## config.mk

```make
export PLATFORM = sky130hd
export DESIGN_NAME = mobilenetv3_sequence_optimized_flat
export DESIGN_NICKNAME = d
export VERILOG_FILES = /design/src/rtl/mobilenetv3_sequence_optimized_if.sv /design/src/rtl/mobilenetv3_sequence_optimized.sv /design/src/flat_wrapper.sv
export SDC_FILE = /design/constraint.sdc
export NUM_CORES = 2
export LEC_CHECK = 0
export CORE_ASPECT_RATIO = 0.5
export CORE_MARGIN = 3
export CORE_UTILIZATION = 50
export CTS_BUF_LIST = sky130_fd_sc_hd__clkbuf_4
export DETAILED_ROUTE_END_ITERATION = 8
export GPL_ROUTABILITY_DRIVEN = 1
export PLACE_DENSITY_LB_ADDON = 0.2
export SETUP_SLACK_MARGIN = 0.05
export SKIP_LAST_GASP = 1
export SYNTH_ARGS = -nofsm -noshare
export SYNTH_HDL_FRONTEND = slang
export SYNTH_SLANG_ARGS = --single-unit
```

## constraint.sdc

```tcl
create_clock -name clk -period 18.3 [get_ports clk]
set_clock_uncertainty 0.15 [all_clocks]
set_input_delay 3.66 -clock clk [delete_from_list [all_inputs] [get_ports clk]]
set_output_delay 3.66 -clock clk [all_outputs]
set_load 0.01 [all_outputs]
```

## src/rtl/mobilenetv3_sequence_optimized_if.sv

```systemverilog
// Streaming pixel bus for the MobileNetV3 bottleneck sequence: tagged input
// samples in, activated tagged samples out, plus ready/done status.
interface mobilenetv3_sequence_optimized_if #(
  parameter int DATA_WIDTH = 16
);
  logic                         valid_in;
  logic signed [DATA_WIDTH-1:0] data_in;
  logic [7:0]                   channel_in;
  logic [7:0]                   row_in;
  logic [7:0]                   col_in;
  logic                         valid_out;
  logic signed [DATA_WIDTH-1:0] data_out;
  logic [7:0]                   channel_out;
  logic [7:0]                   row_out;
  logic [7:0]                   col_out;
  logic                         ready;
  logic                         done;

  modport master (
    output valid_in, data_in, channel_in, row_in, col_in,
    input  valid_out, data_out, channel_out, row_out, col_out, ready, done
  );

  modport slave (
    input  valid_in, data_in, channel_in, row_in, col_in,
    output valid_out, data_out, channel_out, row_out, col_out, ready, done
  );
endinterface

```

## src/rtl/mobilenetv3_sequence_optimized.sv

```systemverilog
// Eleven-stage activation pipeline (3x ReLU, 8x hard-swish) for Q8.8 samples,
// with tags riding alongside each sample and a frame-complete pulse.
module mobilenetv3_sequence_optimized #(
  parameter int         DATA_WIDTH = 16,
  parameter logic [7:0] LAST_CH    = 8'd15,
  parameter logic [7:0] LAST_ROW   = 8'd223,
  parameter logic [7:0] LAST_COL   = 8'd223
) (
  input  logic                           clk,
  input  logic                           rst_n,
  mobilenetv3_sequence_optimized_if.slave bus
);
  localparam int NUM_BLOCKS  = 11;
  localparam int RELU_BLOCKS = 3;
  localparam logic signed [47:0] SAT_MAX = (48'sd1 <<< (DATA_WIDTH - 1)) - 48'sd1;
  localparam logic signed [47:0] SAT_MIN = -(48'sd1 <<< (DATA_WIDTH - 1));

  function automatic logic signed [DATA_WIDTH-1:0] relu_f(input logic signed [DATA_WIDTH-1:0] x);
    logic signed [DATA_WIDTH-1:0] y_s;
    if (x[DATA_WIDTH-1]) begin
      y_s = '0;
    end else begin
      y_s = x;
    end
    return y_s;
  endfunction

  // x * clamp(x + 3, 0, 6) / 6 in Q8.8, with 43/256 standing in for 1/6
  function automatic logic signed [DATA_WIDTH-1:0] hswish_f(input logic signed [DATA_WIDTH-1:0] x);
    logic signed [31:0]           sum_s;
    logic signed [31:0]           t_s;
    logic signed [31:0]           p_s;
    logic signed [47:0]           q_s;
    logic signed [DATA_WIDTH-1:0] y_s;
    sum_s = 32'(x) + 32'sd768;
    if (sum_s < 32'sd0) begin
      t_s = 32'sd0;
    end else if (sum_s > 32'sd1536) begin
      t_s = 32'sd1536;
    end else begin
      t_s = sum_s;
    end
    p_s = (32'(x) * t_s) >>> 6'd8;
    q_s = (48'(p_s) * 48'sd43) >>> 6'd8;
    if (q_s > SAT_MAX) begin
      y_s = SAT_MAX[DATA_WIDTH-1:0];
    end else if (q_s < SAT_MIN) begin
      y_s = SAT_MIN[DATA_WIDTH-1:0];
    end else begin
      y_s = q_s[DATA_WIDTH-1:0];
    end
    return y_s;
  endfunction

  logic                         in_valid_r;
  logic signed [DATA_WIDTH-1:0] in_data_r;
  logic [7:0]                   in_ch_r;
  logic [7:0]                   in_row_r;
  logic [7:0]                   in_col_r;

  logic [NUM_BLOCKS-1:0]        block_valid_out;
  logic signed [DATA_WIDTH-1:0] stage_data_r [NUM_BLOCKS];
  logic [7:0]                   stage_ch_r   [NUM_BLOCKS];
  logic [7:0]                   stage_row_r  [NUM_BLOCKS];
  logic [7:0]                   stage_col_r  [NUM_BLOCKS];

  logic                         done_r;
  logic                         ready_r;

  // Input capture register followed by the activation stages; data/tags hold on bubbles
  always_ff @(posedge clk or negedge rst_n) begin
    if (!rst_n) begin
      in_valid_r      <= 1'b0;
      in_data_r       <= '0;
      in_ch_r         <= 8'd0;
      in_row_r        <= 8'd0;
      in_col_r        <= 8'd0;
      block_valid_out <= '0;
      for (int k = 0; k < NUM_BLOCKS; k++) begin
        stage_data_r[k] <= '0;
        stage_ch_r[k]   <= 8'd0;
        stage_row_r[k]  <= 8'd0;
        stage_col_r[k]  <= 8'd0;
      end
    end else begin
      in_valid_r <= bus.valid_in;
      if (bus.valid_in) begin
        in_data_r <= bus.data_in;
        in_ch_r   <= bus.channel_in;
        in_row_r  <= bus.row_in;
        in_col_r  <= bus.col_in;
      end
      block_valid_out <= {block_valid_out[NUM_BLOCKS-2:0], in_valid_r};
      if (in_valid_r) begin
        stage_data_r[0] <= relu_f(in_data_r);
        stage_ch_r[0]   <= in_ch_r;
        stage_row_r[0]  <= in_row_r;
        stage_col_r[0]  <= in_col_r;
      end
      for (int k = 1; k < NUM_BLOCKS; k++) begin
        if (block_valid_out[k-1]) begin
          stage_data_r[k] <= (k < RELU_BLOCKS) ? relu_f(stage_data_r[k-1])
                                               : hswish_f(stage_data_r[k-1]);
          stage_ch_r[k]   <= stage_ch_r[k-1];
          stage_row_r[k]  <= stage_row_r[k-1];
          stage_col_r[k]  <= stage_col_r[k-1];
        end
      end
    end
  end

  // Frame-complete pulse, one edge after the final-tagged sample leaves
  always_ff @(posedge clk or negedge rst_n) begin
    if (!rst_n) begin
      done_r <= 1'b0;
    end else begin
      done_r <= block_valid_out[NUM_BLOCKS-1]
                && (stage_ch_r[NUM_BLOCKS-1]  == LAST_CH)
                && (stage_row_r[NUM_BLOCKS-1] == LAST_ROW)
                && (stage_col_r[NUM_BLOCKS-1] == LAST_COL);
    end
  end

  // Always ready outside reset: the pipeline never stalls
  always_ff @(posedge clk or negedge rst_n) begin
    if (!rst_n) begin
      ready_r <= 1'b0;
    end else begin
      ready_r <= 1'b1;
    end
  end

  assign bus.valid_out   = block_valid_out[NUM_BLOCKS-1];
  assign bus.data_out    = stage_data_r[NUM_BLOCKS-1];
  assign bus.channel_out = stage_ch_r[NUM_BLOCKS-1];
  assign bus.row_out     = stage_row_r[NUM_BLOCKS-1];
  assign bus.col_out     = stage_col_r[NUM_BLOCKS-1];
  assign bus.done        = done_r;
  assign bus.ready       = ready_r;
endmodule

```

## src/flat_wrapper.sv

```systemverilog
// flat-port wrapper written by rule: the top's interface ports become plain ports
module mobilenetv3_sequence_optimized_flat 
#(
  parameter int         DATA_WIDTH = 16,
  parameter logic [7:0] LAST_CH    = 8'd15,
  parameter logic [7:0] LAST_ROW   = 8'd223,
  parameter logic [7:0] LAST_COL   = 8'd223
)
  (clk, rst_n, bus_valid_in, bus_data_in, bus_channel_in, bus_row_in, bus_col_in, bus_valid_out, bus_data_out, bus_channel_out, bus_row_out, bus_col_out, bus_ready, bus_done);
  mobilenetv3_sequence_optimized_if #(.DATA_WIDTH(DATA_WIDTH)) bus_i ();
  input  logic clk;
  input  logic rst_n;
  input wire logic [$bits(bus_i.valid_in)-1:0] bus_valid_in;
  input wire logic [$bits(bus_i.data_in)-1:0] bus_data_in;
  input wire logic [$bits(bus_i.channel_in)-1:0] bus_channel_in;
  input wire logic [$bits(bus_i.row_in)-1:0] bus_row_in;
  input wire logic [$bits(bus_i.col_in)-1:0] bus_col_in;
  output wire logic [$bits(bus_i.valid_out)-1:0] bus_valid_out;
  output wire logic [$bits(bus_i.data_out)-1:0] bus_data_out;
  output wire logic [$bits(bus_i.channel_out)-1:0] bus_channel_out;
  output wire logic [$bits(bus_i.row_out)-1:0] bus_row_out;
  output wire logic [$bits(bus_i.col_out)-1:0] bus_col_out;
  output wire logic [$bits(bus_i.ready)-1:0] bus_ready;
  output wire logic [$bits(bus_i.done)-1:0] bus_done;
  assign bus_i.valid_in = bus_valid_in;
  assign bus_i.data_in = bus_data_in;
  assign bus_i.channel_in = bus_channel_in;
  assign bus_i.row_in = bus_row_in;
  assign bus_i.col_in = bus_col_in;
  assign bus_valid_out = bus_i.valid_out;
  assign bus_data_out = bus_i.data_out;
  assign bus_channel_out = bus_i.channel_out;
  assign bus_row_out = bus_i.row_out;
  assign bus_col_out = bus_i.col_out;
  assign bus_ready = bus_i.ready;
  assign bus_done = bus_i.done;
  mobilenetv3_sequence_optimized #(.DATA_WIDTH(DATA_WIDTH), .LAST_CH(LAST_CH), .LAST_ROW(LAST_ROW), .LAST_COL(LAST_COL)) u_core (.clk(clk), .rst_n(rst_n), .bus(bus_i));
endmodule
```

Word-level counts from Yosys, hierarchy flattened
Cells that the tools add are included.
- reductions and logical operators: 3
- mux-type cells: 43
- equal/unequal tests: 3
- $lt $le $gt $ge: 32
- $mul: 16
- $add $sub $neg: 8
- operators by type and width (operator ; count):
    32-bit two-way mux ; 24
    32-bit by 12-bit > comparator with 1-bit output (second input constant) ; 8
    32-bit by 1-bit < comparator with 1-bit output (second input constant) ; 8
    16-bit by 32-bit multiplier with 32-bit output ; 8
    16-bit two-way mux ; 16
    24-bit by 7-bit multiplier with 31-bit output (second input constant) ; 8
    23-bit by 16-bit > comparator with 1-bit output (second input constant) ; 8
    23-bit by 16-bit < comparator with 1-bit output (second input constant) ; 8
    16-bit by 11-bit adder with 17-bit output (second input constant) ; 7
    15-bit two-way mux ; 3
    15-bit by 10-bit adder with 16-bit output (second input constant) ; 1
    8-bit equality test (second input constant) ; 2
    8-bit by 4-bit equality test with 1-bit output (second input constant) ; 1
    1-bit logical AND ; 3
- word-level logic and storage cells: 157
- flip-flop bits (word level): 493

Logic depth before layout (Yosys ltp)
- depth after elaboration: 10
- mapped depth: 60
- depth with buffers taken out: 56

Worst setup path after synthesis
No wires, ideal clock.
- path kind: reg2reg
- start: register u_core.stage_data_r[88] (netlist name)
- end: register u_core.stage_data_r[69] (netlist name)
- arrival time: 12807 ps
- setup time: 129 ps
- clock period less this slack: 13086 ps
- stages on the path, launching flop included: 56
- path buffers: 6
- path slack: 5214 ps
- data required time: 18021 ps
- cell sequence: dfrtp_1 -> inv_1 -> clkbuf_1 -> ha_1 -> and4b_1 -> a21o_1 -> a221oi_1 -> clkbuf_1 -> nor2b_1 -> clkbuf_1 -> and2_1 -> clkbuf_1 -> nand2_1 -> fa_1 -> inv_1 -> fa_1 -> ha_1 -> fa_1 -> [... 20 more ...] -> ha_1 -> inv_1 -> fa_1 -> fa_1 -> inv_1 -> ha_1 -> a21o_1 -> a21o_1 -> a21oi_1 -> nor2b_1 -> a22oi_1 -> a31oi_1 -> nor2b_1 -> a21oi_1 -> xor2_1 -> a32o_1 -> buf_2 -> o22ai_1
- cells in the longest elaborated chain, start to end: 10
- ends and longest elaborated chain (item ; line ; RTL):
    start: declaration ; mobilenetv3_sequence_optimized.sv:62 ; logic signed [DATA_WIDTH-1:0] stage_data_r [NUM_BLOCKS];
    start signal: indexed assignment ; mobilenetv3_sequence_optimized.sv:102 ; stage_data_r[k] <= (k < RELU_BLOCKS) ? relu_f(stage_data_r[k-1])
    16-bit by 11-bit adder with 17-bit output ; mobilenetv3_sequence_optimized.sv:35 ; sum_s = 32'(x) + 32'sd768;
    32-bit by 12-bit > comparator with 1-bit output ; mobilenetv3_sequence_optimized.sv:38 ; end else if (sum_s > 32'sd1536) begin
    32-bit two-way mux ; mobilenetv3_sequence_optimized.sv:38 ;
    32-bit two-way mux ; mobilenetv3_sequence_optimized.sv:36 ; if (sum_s < 32'sd0) begin
    32-bit two-way mux ; mobilenetv3_sequence_optimized.sv:101 ; if (block_valid_out[k-1]) begin
    16-bit by 32-bit multiplier with 32-bit output (*) ; mobilenetv3_sequence_optimized.sv:43 ; p_s = (32'(x) * t_s) >>> 6'd8;
    24-bit by 7-bit multiplier with 31-bit output (*) ; mobilenetv3_sequence_optimized.sv:44 ; q_s = (48'(p_s) * 48'sd43) >>> 6'd8;
    23-bit by 16-bit < comparator with 1-bit output ; mobilenetv3_sequence_optimized.sv:47 ; end else if (q_s < SAT_MIN) begin
    16-bit two-way mux ; mobilenetv3_sequence_optimized.sv:47 ;
    16-bit two-way mux (*) ; mobilenetv3_sequence_optimized.sv:45 ; if (q_s > SAT_MAX) begin
Mark *: on every way between the ends. The rest lies on a longest branch, timed or not. The select of a mux whose other input is x is not followed.
A chain may end at the register's enable or synchronous reset.

Worst setup path in the final report
- start: register u_core.stage_data_r[40] (netlist name)
- end: register u_core.stage_data_r[18] (netlist name)
The elaborated chain is that of the path after synthesis.

==> results by stage <==
Min path:
- The worst min-delay path startpoint is u_core.stage_row_r[35].
- The endpoint with the worst hold slack is u_core.stage_row_r[27].
- The class of the tightest hold or removal check is reg -> reg.
- The number of stages on the worst hold path is 1.

Layout:
- The area growth from synthesis to layout is 6.56%.
- The top cell types in the final layout, fill and taps aside, are inv_1, fa_1, ha_1.
- The library cell used most frequently in the layout, excluding fill and tap cells, is inv_1.
- Cells with a size suffix above 1 make up 5.92% of the layout.
- The area of all placed cells without fillers is 113000 sq um.
- The net count of the finished layout is 14900.
- The layout filler cell count is 19200.

Yosys:
- In the synthesized netlist, the number of instances is 11000.
- Ranked by total cell area, the synthesized netlist is headed by fa_1, ha_1, dfrtp_1.
- The synthesized design spends more area on one cell type than any other, namely fa_1.
- The commonest register cell after synthesis is dfrtp_1.
- In this run, synthesis inferred 0 flip-flops with an integrated enable.
- The share of the Yosys chip area taken by registers is 11.6%.
- During synthesis, Yosys emitted a total of 0 warnings.
- The average size of a mapped cell is 9.69 sq um.
- The share of the synthesized area in the top cell type is 35.2%.
- The number of distinct library cell variants in the gate-level netlist after synthesis is 105.
- The flop and latch count out of synthesis is 491.
- The synthesized netlist occupies a cell area of 106000 sq um.
- The async set-reset flop share out of synthesis is 100%.

Placement:
- The routability congestion estimate from global placement is 0.861.
- The placed wire-length estimate after detailed placement is 185000 um.
- During placement, the flow inserted port buffers numbering 85.
- The setup slack at placement is 2.78 ns.
- The cell area reported after detailed placement is 112000 sq um.

GRT:
- Summed over all layers, the global routing overflow is 0.
- The initial antenna violation count was 3.
- Entering global routing, the biggest net connects 173 pins.
- The global-route usage over all layers is 21.1%.
- The first-pass GRT wire length is 384000 um.
- The number of global-route vias before repair is 77100.

Clock network:
- The CTS clock-pin slew for the worst setup and hold paths is 0.07 ns.
- The cts-stage hold buffer count is 0.
- The post-cts gate resize count is 0.
- The tree is rooted in a clkbuf_4.
- The post-CTS setup-driven buffer insertion count is 0.
- TritonCTS built the clock tree.
- The H-tree generated during clock tree synthesis spans 3 levels.
- The clock reaches the later pin of the worst-skew pair after 1.03 ns.
- The clock passes through at most 3 buffers.
- Counting every sink on the clock net gives 491.
- The number of CTS-inserted buffers is 114.

Timing:
- The total setup violations reported at the end of the flow is 0.
- The final count of pins violating max slew is 0.
- In this run the tightest slew margin relative to its limit is 12.2%.
- At the pin with the least slew margin, the transition time is 1.31 ns.
- The final hold violation count is 0.
- The maximum clock frequency is 64.2 MHz.
- The minimum clock period after layout is 15.57 ns.
- In the finished design, the share of the clock period the worst path needs comes to 85.1%.
- The final setup TNS is 0 ns.
- The smallest setup slack after layout is 2.73 ns.
- Setup repair after global routing left no endpoint under its margin.

Route:
- After detailed routing, no signal wire sits above met4.
- The number of optimization iterations in the first detailed-route pass is 9.
- The number of nets with antenna violations after detailed routing is 0.
- The number of DRC violations after detailed routing is 0.
- The routed wirelength normalized by instance count is 15.3 um.
- The routed layout has 72600 vias.
- The routed length on met1 is 103000 um.
- The total wire length after detailed routing is 220000 um.
- Wire segments on met3 add up to 7560 um in the final route.
- Detailed routing placed a total of 106000 um of wire on met2.
- The average via count per standard cell is 5.06.
- For this block, the initial DRC count from the detailed router was 3185.

Critical path:
- The critical path contains buffers and inverters numbering 7 combined.
- The startpoint identified for the worst register-to-register timing path is u_core.stage_data_r[40].
- The family with the most delay on the worst path is adder cells.
- The worst setup path is launched from a flip-flop.
- The endpoint of the most critical register-to-register path is u_core.stage_data_r[18].
- The length in cells of the worst reg-to-reg path is 52.
- The worst setup path is captured at a flip-flop.
- In this run the register-to-register setup slack is 2.73 ns.
- The slowest library cell on the worst path is a31oi_1.
- The largest stage delay on the critical path is 1.02 ns.
- The arrival time of the worst setup path is 16.23 ns.
- The type of the setup path with the least slack is reg -> reg.
- The largest fanout on the critical path is 42.
- The data required time of the worst path is 18.96 ns.

Floorplan:
- Measured along the x axis, the die boundary spans 658 um.
- The initial cell density of the core is 50.8%.
- The placeable core region is 209000 sq um.
- The floorplan step set the die height to 332 um.
- The number of core rows is 118.
- The die covers 218000 sq um.
- The top-level port count is 86.

Flow run:
- The total of max-cap violations is 0.

Run status:
- The flow ran to the end, and the final reports show no timing, DRC or antenna violations.
## metal layers
metal | GRT usage [%] | up-vias
met2 | 36.0 | 1126
li1 | - | 34800
met1 | 29.6 | 36500
met3 | 1.92 | 202
met5 | 0 | -
met4 | 3.55 | 0
## registers in the layout, indices dropped and copies added, names as in the netlist, 8 cells and up
signal,cells
u_core.stage_col_r,80
u_core.block_valid_out,11
u_core.in_data_r,16
u_core.stage_data_r,157
u_core.stage_ch_r,80
u_core.in_col_r,8
u_core.bus.row_out,8
u_core.bus.data_out,16
u_core.bus.col_out,8
u_core.stage_row_r,80
u_core.in_ch_r,8
u_core.bus.channel_out,8
u_core.in_row_r,8
## per-stage QoR
stage	std cells	utilization [%]	hold slack (ns)
2_1_floorplan	11600	-	0.202
3_3_place_gp	14200	53.4	0.316
3_5_place_dp	14200	53.4	0.327
4_1_cts	14300	54.1	0.304
5_1_grt	14400	54.2	0.326
6_report	14400	54.2	0.317
## synth_stat cells (all sizes together), types with 100 or more instances
cell type	instances
mux2	334
nand2	679
and3	314
fa	1871
a21o	177
a21oi	287
nor2	468
inv	2537
xnor2	244
nor3	100
nand3	128
dfrtp	491
ha	1529
xor2	119
clkbuf	322
o21ai	193
and2	295
## worst max path at each step
stage / start / end / slack, ns / depth (start not counted)
after floorplan: u_core.stage_data_r[88] / u_core.stage_data_r[69] / 5.21 / 55
after global placement: u_core.stage_data_r[40] / u_core.stage_data_r[30] / 2.87 / 52
after detailed placement: u_core.stage_data_r[40] / u_core.stage_data_r[30] / 2.78 / 52
after CTS: u_core.stage_data_r[40] / u_core.stage_data_r[30] / 2.76 / 52
after global routing: u_core.stage_data_r[40] / u_core.stage_data_r[30] / 1.68 / 52
final: u_core.stage_data_r[40] / u_core.stage_data_r[18] / 2.73 / 52
## cell type report
type | count | area [sq um] | share of cell area (%)
Multi-Input combinational cell | 8158 | 85100 | 75.2
Sequential cell | 491 | 12300 | 10.9
Inverter | 2545 | 9550 | 8.44
Tap cell | 2820 | 3530 | 3.12
Timing Repair Buffer | 136 | 1250 | 1.11
Clock buffer | 158 | 1190 | 1.05
Clock inverter | 37 | 282 | 0.249
Antenna cell | 8 | 20.0 | 0.0177
## kinds of logic (layout without fill, tap and decap cells)
kind of cell / count (synthesis) / in the layout / share of synthesized area [%]
AND/OR/NAND/NOR: 2326 / 2326 / 11.0
multiplexers: 354 / 354 / 3.73
flip-flops: 491 / 491 / 11.6
AO/OA/AOI/OAI: 1078 / 1078 / 6.85
buffers and inverters: 2951 / 2876 / 10.6
adder cells (fa/ha/maj): 3400 / 3400 / 53.3
XOR/XNOR: 363 / 363 / 3.01
other: 2 / 645 / 0.00707
Power is not shown: default switching activity piles up to over one toggle a cycle in this logic, so the estimate is an artifact.
